**src/rtl/if_fetch_unit.sv**
```systemverilog
// Instruction-fetch front end: owns the PC, issues one outstanding imem request at a time,
// and holds the returned word in a one-entry buffer until IF/ID takes it (NOP bubble when empty).
module if_fetch_unit #(
  parameter int                       WORD_BITWIDTH = 32,
  parameter logic [WORD_BITWIDTH-1:0] RESET_PC      = '0,
  parameter logic [WORD_BITWIDTH-1:0] NOP_INSN      = WORD_BITWIDTH'(32'h0000_0013)
) (
  input  logic                     clk,
  input  logic                     rst,
  input  logic                     hz_write,
  input  logic                     redirect,
  input  logic [WORD_BITWIDTH-1:0] redirect_pc,
  output logic                     imem_req,
  output logic [WORD_BITWIDTH-1:0] imem_addr,
  input  logic                     imem_gnt,
  input  logic                     imem_rvalid,
  input  logic [WORD_BITWIDTH-1:0] imem_rdata,
  output logic [WORD_BITWIDTH-1:0] pc,
  output logic [WORD_BITWIDTH-1:0] instruction
);

  localparam logic [WORD_BITWIDTH-1:0] PC_STEP = WORD_BITWIDTH'(4);

  typedef enum logic [1:0] {IDLE, REQ, WAIT} state_t;

  state_t                     state;
  logic [WORD_BITWIDTH-1:0]   fetch_pc;
  logic [WORD_BITWIDTH-1:0]   req_pc;
  logic                       buf_valid;
  logic [WORD_BITWIDTH-1:0]   buf_pc;
  logic [WORD_BITWIDTH-1:0]   buf_insn;
  logic                       kill;
  logic                       consume;

  assign consume = buf_valid & ~hz_write;

  always_ff @(posedge clk) begin
    if (rst) begin
      state     <= IDLE;
      fetch_pc  <= RESET_PC;
      req_pc    <= '0;
      buf_valid <= 1'b0;
      buf_pc    <= '0;
      buf_insn  <= '0;
      kill      <= 1'b0;
    end else begin
      if (consume) buf_valid <= 1'b0;

      case (state)
        IDLE: begin
          if (!redirect && (!buf_valid || consume)) begin
            state  <= REQ;
            req_pc <= fetch_pc;
          end
        end
        REQ: begin
          if (imem_gnt) begin
            state <= WAIT;
            if (!kill && !redirect) fetch_pc <= fetch_pc + PC_STEP;
          end
        end
        WAIT: begin
          if (imem_rvalid) begin
            state <= IDLE;
            if (!kill && !redirect) begin
              buf_valid <= 1'b1;
              buf_pc    <= req_pc;
              buf_insn  <= imem_rdata;
            end else begin
              kill <= 1'b0;
            end
          end
        end
        default: state <= IDLE;
      endcase

      // A redirect never withdraws the pending request; it only marks its response as stale.
      if (redirect) begin
        fetch_pc  <= redirect_pc;
        buf_valid <= 1'b0;
        if (state == REQ || (state == WAIT && !imem_rvalid)) kill <= 1'b1;
      end
    end
  end

  assign imem_req    = (state == REQ);
  assign imem_addr   = req_pc;
  assign pc          = buf_valid ? buf_pc : '0;
  assign instruction = buf_valid ? buf_insn : NOP_INSN;

endmodule

```
**config.mk**
```make
export PLATFORM = sky130hd
export DESIGN_NAME = if_fetch_unit
export DESIGN_NICKNAME = d
export VERILOG_FILES = /design/src/rtl/if_fetch_unit.sv
export SDC_FILE = /design/constraint.sdc
export NUM_CORES = 1
export LEC_CHECK = 0
export BUFFER_PORTS_ARGS = -buffer_cell sky130_fd_sc_hd__buf_2
export CORE_AREA = 2 2 150 79
export CTS_CLUSTER_DIAMETER = 80
export DETAILED_ROUTE_END_ITERATION = 7
export DIE_AREA = 0 0 152 81
export HOLD_SLACK_MARGIN = 0.08
export PLACE_DENSITY = 0.82
export SLEW_MARGIN = 25
export SYNTH_ARGS = -nofsm -noshare
export SYNTH_HDL_FRONTEND = slang
export SYNTH_SLANG_ARGS = --single-unit
export TNS_END_PERCENT = 50
```
**constraint.sdc**
```tcl
create_clock -name clk -period 3.9 [get_ports clk]
set_clock_uncertainty 0.15 [all_clocks]
set_input_delay 0.78 -clock clk [delete_from_list [all_inputs] [get_ports clk]]
set_output_delay 0.78 -clock clk [all_outputs]
set_load 0.05 [all_outputs]
```
After elaboration in Yosys (flattened, before gate mapping) --
Index checks and enable logic that the tools add are counted.
Storage, ports and cells: flip-flop bits (word level) 132, output and inout bits 97, input bits 70, logic and storage cells 52
Cells by class: reduce and logical (&&, ||, !) cells 18, eq/ne operators 5, $add $sub $neg 1, mux-type cells 19, bitwise gates (word level) 2
Operators with widths (count):
- $mux 32 | 6
- $add 32x3->32 const B | 1
- $mux 1 | 9
- $reduce_and 3->1 | 3
- $mux 2 | 3
- $pmux 2 s3 | 1
- $reduce_bool 2->1 | 3
- $logic_not 1->1 | 4
- $ne 2x2->1 const B | 2
- $logic_and 1x1->1 | 3
- $eq 2x1->1 const B | 1
- $eq 2x2->1 const B | 1
- $logic_not 2->1 | 1
- $logic_or 1x1->1 | 2
- $ne 2x1->1 const B | 1
- $reduce_and 2->1 | 1
- $reduce_or 2->1 | 1
- $and 1x1->1 | 1
- $not 1->1 | 1

Longest topological paths before layout --
depth in word-level cells 7, mapped depth 7, mapped depth without buffers 5

Worst setup path before layout --
No wires, ideal clock.
path kind input-to-reg, from input port imem_gnt, to register fetch_pc[13], data required time 3.659 ns, arrival time 2.104 ns, buffers on the path 1, path slack 1.556 ns, setup time 0.091 ns, cell stages on the path 5, path through nand4bb_4 -> buf_6 -> or4_4 -> or3_1 -> a311oi_1
On the way: longest elaborated chain between the ends 2
RTL lines:
- start, declared | RTL line 15 | input logic imem_gnt,
- $reduce_bool 2->1 (no source line)
- $reduce_and 3->1 (no source line)
- end signal, assigned | RTL line 59 | if (!kill && !redirect) fetch_pc <= fetch_pc + PC_STEP;
- end signal, assigned | RTL line 79 | fetch_pc <= redirect_pc;
- end, declared | RTL line 27 | logic [WORD_BITWIDTH-1:0] fetch_pc;
No other way between the ends. A chain may end at the register's enable or synchronous reset.

Final worst setup path --
from register buf_valid, to output port pc[30]
On the way: longest elaborated chain between the ends 1
RTL lines:
- start, declared | RTL line 29 | logic buf_valid;
- start signal, assigned | RTL line 42 | buf_valid <= 1'b0;
- start signal, assigned | RTL line 47 | if (consume) buf_valid <= 1'b0;
- start signal, assigned | RTL line 66 | buf_valid <= 1'b1;
- $mux 32 | RTL line 88 | assign pc = buf_valid ? buf_pc : '0;
- end, declared | RTL line 18 | output logic [WORD_BITWIDTH-1:0] pc,
No other way between the ends.

==> results.cfg <==
[run_status]
status = completed

[die]
die_y_um = 81
std_cell_rows = 28
core-area_mm2 = 0.0112
die_w_um = 152
num_io_pins = 167
initial_utilization = 0.523
die_area_mm2 = 0.0123

[detailed_routing]
viasPerCell = 5.53
routed_wirelength_mm = 15.9
vias = 5869
dr.pass1.iters = 5
antenna_left = 0
wire_per_inst_um = 15.0
drc = 0
drt-initial-drc-count = 521

[sta]
max_freq_mhz = 357
rsz0062_at_grt = no
slew_headroom = 0.376
setup_viol = 0
setup_slack_ns = 1.10
drv_slew = 0
final.min_clock_period_ns = 2.80
worst_pin_slew_ns = 0.936
fin_crit_sh = 0.719
finalSetupTns_ns = 0
hold_viol = 0

[placement]
dp.cells = 1031
dpl.hpwl_mm = 11.0
place_ws_ns = 1.21
port-buffer-count = 166
gp_congestion = 0.956
dpl_cell_area_mm2 = 0.00676

[yosys]
synthTopCellsByArea = dfxtp_1 45%, nand2_1 14%, a21oi_1 8.7%
synth_common_cells = 219 x nand2_1, 132 x dfxtp_1, 102 x a21oi_1, 64 x and2_1, 44 x clkbuf_1
syn-cell-area_mm2 = 0.00588
yosysTopAreaCell = dfxtp_1
ys_ff_latch = 132
synth.distinct_cells = 58
syn_inst = 761
async_flop_share = 0
synth_seq_area_share = 0.450
synthFlopType = dfxtp_1
synth_most_common_cell = nand2_1
synth.top_cell.area_share = 0.450
synth_nets = 832
ys.warnings.count = 0
syn_area_per_cell_um2 = 7.72
synth_edf_count = 0

[setup_path]
crit_family = flip-flops
worst-setup-path-type = flop to output port
cpPeakStageDelay_ns = 0.93
ff2ff_path_depth = 5
crit_fanout = 65
reg2reg_to = imem_addr[12]$_SDFFE_PP0P_
crit_chain = and2_1 -> buf_2
r2r-start = buf_valid$_SDFF_PP0_
path_buf_inv = 1
worst_setup_path_end_kind = output port
r2r_setup_slack_ns = 1.43
crit_path_start_kind = flop
crit_arrival_ns = 1.87
crit_slowest_cell = dfxtp_2
critical_path_required_ns = 2.97

[clocking]
clock-sinks = 132
cts_max_level = 4
cts_made_buffers = 17
clk_pin_slew_worst_paths_ns = 0.05
postCtsHoldBufs = 0
clk_latency_ns = 0.40
post-cts-setup-buffers = 0
cts_tree = built
cts-resized-gates = 0
clockBufferDepth = 2
cts_root_buf = clkbuf_16

[power_and_ir_drop]
p_sw_frac = 0.242
p_sw_uw = 818
power_density_mw_per_mm2 = 458
p_comb_frac = 0.076
irDropWorstVdd_uv = 336
leakage_uw = 0.00297
seqPwrFrac = 0.429
p_int_uw = 2560
clock_power_share = 0.495
power.total_uw = 3380

[finish]
nNetsFinal = 971
stdcell_count = 1062
post_route_cells_drive_above_1_share = 0.243
antenna_cells = 0
area_growth_pct = 25.7
fin_area_mm2 = 0.00738

[global_routing]
grt_overflow = 0
grt_pass1_vias = 5025
antenna_found_initial = 0
grt_max_degree = 93
grt.total_usage = 0.256
grt_pass1_wl_mm = 25.4

[min_path]
whs_endpoint = buf_pc[28]$_SDFFE_PP0P_
min_delay_path_depth = 2
min_path_type = flop to flop
min-delay-start = buf_pc[28]$_SDFFE_PP0P_

[job]
drv_cap = 0
## through the flow
stage	utilization	hold WS, ns
5_1_grt	0.657	0.318
6_report	0.657	0.298
2_1_floorplan	-	0.281
3_5_place_dp	0.601	0.293
3_3_place_gp	0.601	0.288
4_1_cts	0.657	0.300
## layout by cell type (no fill, tap or decap), types with 5 or more instances in the layout
cell         n
a211oi_1     7
a21oi_1    102
a311oi_1     6
a31oi_1      6
and2_1      64
and4_1       7
buf_2      165
buf_4        9
clkbuf_16   17
dfxtp_1    131
inv_1       10
nand2_1    219
nand3_1      9
nand4_1     16
nor2_1      25
nor3_1      12
nor4_1      10
o211ai_1     5
o21ai_0      5
or3_1        8
## registers in the layout, indices dropped and copies added (netlist names)
| signal | flops |
|---|---|
| buf_insn | 32 |
| buf_pc | 32 |
| fetch_pc | 32 |
| imem_addr | 32 |
| state | 2 |
| buf_valid | 1 |
| kill | 1 |
## kinds of logic after synthesis
kind of cell	Yosys count	share of synthesized area
flip-flops	132	0.450
AO/OA/AOI/OAI	153	0.155
XOR/XNOR	7	0.0104
AND/OR/NAND/NOR	399	0.331
adder cells (fa/ha/maj)	1	0.00213
multiplexers	4	0.00703
buffers and inverters	65	0.0449
## final cells by class
| type | instances | area (um^2) |
|---|---|---|
| Tap cell | 150 | 188 |
| Timing Repair Buffer | 175 | 913 |
| Inverter | 10 | 37.5 |
| Multi-Input combinational cell | 564 | 2980 |
| Sequential cell | 132 | 2640 |
| Fill cell | 1003 | 3860 |
| Clock inverter | 13 | 183 |
| Clock buffer | 18 | 439 |
## how the worst max path moves through the flow
| stage | slack, ns | to | cells past startpoint | from |
|---|---|---|---|---|
| 2_1_floorplan | 1.56 | fetch_pc[13]$_SDFFE_PP0P_ | 5 | imem_gnt |
| 3_3_place_gp | 1.25 | fetch_pc[23]$_SDFFE_PP0P_ | 5 | imem_gnt |
| 3_5_place_dp | 1.21 | fetch_pc[23]$_SDFFE_PP0P_ | 5 | imem_gnt |
| 4_1_cts | 1.06 | pc[30] | 2 | buf_valid$_SDFF_PP0_ |
| 5_1_grt | 0.96 | pc[30] | 2 | buf_valid$_SDFF_PP0_ |
| 6_report | 1.10 | pc[30] | 2 | buf_valid$_SDFF_PP0_ |
## metal layers
layer	GRT usage	wire [um]	part of all wire
met2	0.389	6670	0.42
met1	0.372	7580	0.48
met5	0	0	0
met3	0.0598	1520	0.096
met4	0.0551	99	0.0062
## power groups by stage
stage / registers [uW] / clock network [uW] / logic [uW]
after floorplan: 1500 / 0 / 133
after global placement: 1480 / 0 / 250
after detailed placement: 1480 / 0 / 254
after CTS: 1450 / 1690 / 255
after global routing: 1450 / 1770 / 279
final: 1450 / 1670 / 256
## tightest hold or removal path: cells and delay by family, from the launching register on
kind | cells | cell delay, ns
compound gates | 1 | 0.05
flops | 1 | 0.30
simple gates | 1 | 0.05
Power figures use the tool's default switching activity.
